$ cat config.mk
export PLATFORM = sky130hd
export DESIGN_NAME = seq_gate_controller
export DESIGN_NICKNAME = d
export VERILOG_FILES = /design/src/rtl/seq_gate_pkg.sv /design/src/rtl/seq_gate_busy_detect.sv /design/src/rtl/seq_gate_controller.sv
export SDC_FILE = /design/constraint.sdc
export NUM_CORES = 1
export LEC_CHECK = 0
export BUFFER_PORTS_ARGS = -buffer_cell sky130_fd_sc_hd__buf_2
export CORE_AREA = 2 2 84 86
export CTS_CLUSTER_DIAMETER = 50
export DETAILED_ROUTE_END_ITERATION = 10
export DIE_AREA = 0 0 86 88
export SYNTH_ARGS = -nofsm -noshare
export SYNTH_HDL_FRONTEND = slang
export SYNTH_SLANG_ARGS = --single-unit
$ cat constraint.sdc
create_clock -name clk -period 1.9 [get_ports clk]
set_clock_uncertainty 0.1 [all_clocks]
set_input_delay 0.19 -clock clk [delete_from_list [all_inputs] [get_ports clk]]
set_output_delay 0.19 -clock clk [all_outputs]
set_load 0.02 [all_outputs]
$ cat src/rtl/seq_gate_pkg.sv
// seq_gate_pkg: shared state encoding and word-width helper for the
// sequenced gating controller (seq_gate_controller and its sub-module).
package seq_gate_pkg;

    typedef enum logic [1:0] {
        IDLE = 2'd0,
        RUN  = 2'd1,
        LOCK = 2'd2
    } state_t;

    // Width of one pdQp fixed-point channel word.
    function automatic int word_w(input int pd, input int p);
        return pd + p;
    endfunction

endpackage

$ cat src/rtl/seq_gate_busy_detect.sv
// seq_gate_busy_detect: flags pending work when the selected channel(s) hold a
// non-zero word and the consumer is not currently acknowledging.
// BUSY_ANY = 0 looks at channel 0 only; BUSY_ANY = 1 looks at every channel.
module seq_gate_busy_detect #(
    parameter int WORD_W   = 34,
    parameter int NCH      = 3,
    parameter int BUSY_ANY = 0
) (
    input  logic [NCH*WORD_W-1:0] i_data,
    input  logic                  valid,
    output logic                  busy
);

    logic [NCH-1:0] nz_s;
    logic           sel_s;

    for (genvar k = 0; k < NCH; k++) begin : g_nz
        assign nz_s[k] = |i_data[k*WORD_W +: WORD_W];
    end

    // Pick the busy source and mask it while the consumer acknowledges.
    always_comb begin
        sel_s = 1'b0;
        if (BUSY_ANY != 0) begin
            sel_s = |nz_s;
        end else begin
            sel_s = nz_s[0];
        end
        busy = sel_s & ~valid;
    end

endmodule

$ cat src/rtl/seq_gate_controller.sv
// seq_gate_controller: gates NCH fixed-point channel words downstream for a
// programmable burst (cfg_len, 0 -> CNT_MAX), then locks until valid.
// Optional LOCK timeout is built only when SEQ_GATE_TIMEOUT_EN is defined;
// otherwise LOCK waits indefinitely and timeout is tied low.
module seq_gate_controller
    import seq_gate_pkg::*;
#(
    parameter int PD       = 12,
    parameter int P        = 22,
    parameter int NCH      = 3,
    parameter int CNT_MAX  = 6,
    parameter int CNT_W    = 3,
    parameter int BUSY_ANY = 0,
    parameter int TIMEOUT  = 1024
) (
    input  logic                          clk,
    input  logic                          rst_n,
    input  logic [NCH*word_w(PD,P)-1:0]   i_data,
    input  logic                          valid,
    input  logic [CNT_W-1:0]              cfg_len,
    output logic [NCH*word_w(PD,P)-1:0]   o_data,
    output logic [CNT_W-1:0]              cntr,
    output logic                          busy,
    output logic                          done,
    output logic                          locked,
    output logic                          timeout
);

    localparam int              WORD_W    = word_w(PD, P);
    localparam logic [CNT_W-1:0] CNT_MAX_C = CNT_W'(CNT_MAX);

    state_t           state_r, state_s;
    logic [CNT_W-1:0] cntr_r, cntr_s;
    logic [CNT_W-1:0] len_r, len_s;
    logic             done_r, done_s;
    logic             locked_r, locked_s;
    logic             busy_s;

`ifdef SEQ_GATE_TIMEOUT_EN
    localparam int          TO_W    = $clog2(TIMEOUT + 1);
    localparam logic [TO_W-1:0] TO_LAST = TO_W'(TIMEOUT - 1);
    logic [TO_W-1:0] tcnt_r, tcnt_s;
    logic            timeout_r, timeout_s;
`endif

    seq_gate_busy_detect #(
        .WORD_W   (WORD_W),
        .NCH      (NCH),
        .BUSY_ANY (BUSY_ANY)
    ) u_busy (
        .i_data (i_data),
        .valid  (valid),
        .busy   (busy_s)
    );

    assign busy   = busy_s;
    assign cntr   = cntr_r;
    assign done   = done_r;
    assign locked = locked_r;

    // Pass channel words straight through only while a burst is running.
    always_comb begin
        if (state_r == RUN) begin
            o_data = i_data;
        end else begin
            o_data = '0;
        end
    end

    // Next-state, burst counter, length capture and pulse generation.
    always_comb begin
        state_s   = state_r;
        cntr_s    = cntr_r;
        len_s     = len_r;
        done_s    = 1'b0;
`ifdef SEQ_GATE_TIMEOUT_EN
        tcnt_s    = tcnt_r;
        timeout_s = 1'b0;
`endif
        case (state_r)
            IDLE: begin
                cntr_s = {CNT_W{1'b0}};
                if (busy_s) begin
                    state_s = RUN;
                    cntr_s  = CNT_W'(1);
                    if (cfg_len == {CNT_W{1'b0}}) begin
                        len_s = CNT_MAX_C;
                    end else begin
                        len_s = cfg_len;
                    end
                end else begin
                    state_s = IDLE;
                end
            end
            RUN: begin
                // Terminal count wins over busy; valid only matters here.
                if (cntr_r == len_r) begin
                    cntr_s = {CNT_W{1'b0}};
                    done_s = 1'b1;
                    if (valid) begin
                        state_s = IDLE;
                    end else begin
                        state_s = LOCK;
`ifdef SEQ_GATE_TIMEOUT_EN
                        tcnt_s  = {TO_W{1'b0}};
`endif
                    end
                end else if (busy_s) begin
                    cntr_s = cntr_r + CNT_W'(1);
                end else begin
                    cntr_s = cntr_r;
                end
            end
            LOCK: begin
                cntr_s = {CNT_W{1'b0}};
                if (valid) begin
                    state_s = IDLE;
                end else begin
`ifdef SEQ_GATE_TIMEOUT_EN
                    if (tcnt_r == TO_LAST) begin
                        state_s   = IDLE;
                        timeout_s = 1'b1;
                    end else begin
                        tcnt_s    = tcnt_r + TO_W'(1);
                    end
`else
                    state_s = LOCK;
`endif
                end
            end
            default: begin
                state_s = IDLE;
                cntr_s  = {CNT_W{1'b0}};
            end
        endcase
        locked_s = (state_s == LOCK);
    end

    // State, counter, captured length and registered status outputs.
    always_ff @(posedge clk or negedge rst_n) begin
        if (!rst_n) begin
            state_r  <= IDLE;
            cntr_r   <= {CNT_W{1'b0}};
            len_r    <= CNT_MAX_C;
            done_r   <= 1'b0;
            locked_r <= 1'b0;
        end else begin
            state_r  <= state_s;
            cntr_r   <= cntr_s;
            len_r    <= len_s;
            done_r   <= done_s;
            locked_r <= locked_s;
        end
    end

`ifdef SEQ_GATE_TIMEOUT_EN
    // LOCK dwell counter and timeout pulse register.
    always_ff @(posedge clk or negedge rst_n) begin
        if (!rst_n) begin
            tcnt_r    <= {TO_W{1'b0}};
            timeout_r <= 1'b0;
        end else begin
            tcnt_r    <= tcnt_s;
            timeout_r <= timeout_s;
        end
    end

    assign timeout = timeout_r;
`else
    assign timeout = 1'b0;
`endif

endmodule
==> impl_results.md <==
* Run status: finished, final reports clean
* Ports at between 200 and 250
* Post-Route WL at about 6000 um
* FP Rows at 30
* Cells after Synth at 170
* Fmax at around 0.56 GHz
* Peak supply drop at between 0.0007 and 0.0008 V
* Fin crit share at roughly 93%
* DR WL/cell at around 13 um
* Count of final setup violators at 0
* Clk buf depth at 2
* TritonCTS clock tree: yes
* Final hold slack at around 120 ps
* Kind of critical path: reg2out
* CTS root buf: clkbuf_8
* Max Cap Violations at 0
* Nets@finish at 490
* Initial Utilization at approximately a fifth
* First-pass GRT wire length at 8530 um
* CP endpoint kind: output port
* TNS Setup at 0 ps
* Via/cell ratio at about 4.2
* DRC Markers at 0
* FF+latch count, synth at 10
* DP HPWL at 5350 um
* DR vias at just under 2000
* Area contributors post-synth: and2_1 (49%), dfrtp_1 (16%), dfstp_2 (4.1%)
* PwrDens at about 1500 mW/mm2
* Area grow syn2layout at 96.7%
* Seq/Total Area, Yosys at about a fifth
* Post-Layout Inst Area at 0.00251 mm2
* Most common cell after layout, fill and taps aside: buf_2
* Hold Vio Cnt, Final at 0
* All-Layer GR Usage at between 10% and 20%
* Antenna fix cells at 0
* IO buf count at between 200 and 250
* Net Count, Synth at ~280
* CP Launch Point: state_r[0]$_DFF_PN0_
* Slew Limit Fails at 0
* Placer congestion estimate at ~0.9
* CTS clk-pin slew, worst paths at 50 ps
* Vias in the first global route at about 1700
* Worst R2R Start: len_r[2]$_DFFE_PN1N_
* H-tree Lvls at 1
* Post-synth cell types at 28
* Top cell type's share of synthesized area at roughly 50%
* Setup bufs post-CTS at 0
* Layout Utilization at a little under two fifths
* Largest net degree at the start of global routing at 56
* Chip width at 86 um
* Crit path required time at between 1500 and 2000 ps
* Arr. time, crit path at 1480 ps
* Unrepaired setup endpoints after global routing: no
* Core area at 0.00664 mm2
* DR iter-0 viols at 42
* Commonest cells after routing, fill and taps aside: buf_2 (215), and2_1 (101), dfrtp_1 (8)
* Worst min path class: in2reg
* First-pass DRT Iterations at 4
* Hold_sp: cfg_len[0]
* Worst-path maximum fanout at 55
* Post-route ant nets at 0
* CTS buffer count at 3
* Synth Cell Area at 0.00128 mm2
* Die area at 0.00757 mm2
* Element type at the critical path start: register
* Initial antenna violation count at 0
* Die H at about 90 um
* Dpl cell area at 0.00244 mm2
* Clk Latency, worst-skew pair at between 200 and 250 ps
* Synth Warn # at 0
* Min Tclk post-route at 1770 ps
* Clock sink count at 10
* Total congestion overflow at 0
* Share of layout cells above drive strength 1 at 61.1%
* Avg Inst Size Synth at about 7.5 um2
* Leak at 1.48 nW
* Yosys top cell by area: and2_1
metrics by stage:
stage	setup WS, ps	total power, mW	instances
2_1_floorplan	268	2.46	170
3_3_place_gp	57.5	3.57	455
3_5_place_dp	37.0	3.59	455
4_1_cts	7.27	3.88	460
5_1_grt	2.60	4.14	460
6_report	127	3.87	460
final cells by class:
type | count | area [um2]
Inverter | 2 | 7.51
Tap cell | 80 | 100
Timing Repair Buffer | 218 | 1120
Fill cell | 701 | 4130
Sequential cell | 10 | 253
Multi-Input combinational cell | 146 | 976
Clock buffer | 4 | 55.1
registers in the layout, indices dropped and copies added (netlist names):
register / cells
len_r: 3
cntr: 3
state_r: 2
locked: 1
done: 1
timing repair:
action,in CTS,in global routing
hold buffers,1,0
resized for setup,0,2
endpoints found under the hold margin,10,0
endpoints found under the setup margin,0,47
final timing paths:
kind / to / slack (ps) / depth (start not counted)
setup / recovery: o_data[91] / 130 / 5
min in group asynchronous: cntr[1]$_DFFE_PN0P_ / 230 / 2
hold reg to reg: len_r[0]$_DFFE_PN0N_ / 430 / 1
hold / removal: len_r[0]$_DFFE_PN0N_ / 120 / 2
max in group asynchronous: len_r[2]$_DFFE_PN1N_ / 1210 / 2
setup reg to reg: cntr[0]$_DFFE_PN0P_ / 400 / 4
power breakdown:
part	internal [mW]	switching (mW)
logic	1.21	2.00
registers	0.314	0.0733
clock network	0.183	0.0900
total	1.71	2.16
metal layers:
layer	wire [um]	up-vias	share of wire (%)	track usage, %
li1	-	968	-	-
met1	2680	825	44	18.8
met2	2710	128	45	25.2
met3	580	6	9.6	2.26
met4	52	0	0.86	3.03
met5	0	-	0	0
synthesized netlist by cell type (all sizes together):
library cell	number
nor2b	1
inv	2
or3	1
ha	1
nand3	1
nand2b	3
nor2	2
a31oi	3
and4	1
o21ba	2
or4	1
a31o	1
clkbuf	11
nor4	7
and3	1
and2	102
a311oi	1
mux2	3
xnor2	3
nand2	4
dfstp	2
conb	1
buf	1
dfrtp	8
o21bai	3
nor3	1
mux2i	3
cell families (layout without fill, tap and decap cells):
kind of cell               count (synthesis)  count (layout)  synth area share, %
and+or+nand+nor                          125             125                 60.6
buffers and inverters                     14             224                 4.41
AOI/OAI and AO/OA                         10              10                 6.86
DFF                                       10              10                 19.8
muxes                                      6               6                 5.00
xor gates and xnor gates                   3               3                 2.06
adders and majority gates                  1               1                0.979
other                                      1               1                0.294
critical path, stage by stage, from the launching register on:
cell and delay, ps:
dfrtp_1 370, inv_1 100, nor2_4 180, buf_12 210, and2_1 180, buf_2 170
(Power assumes the default switching activity.)
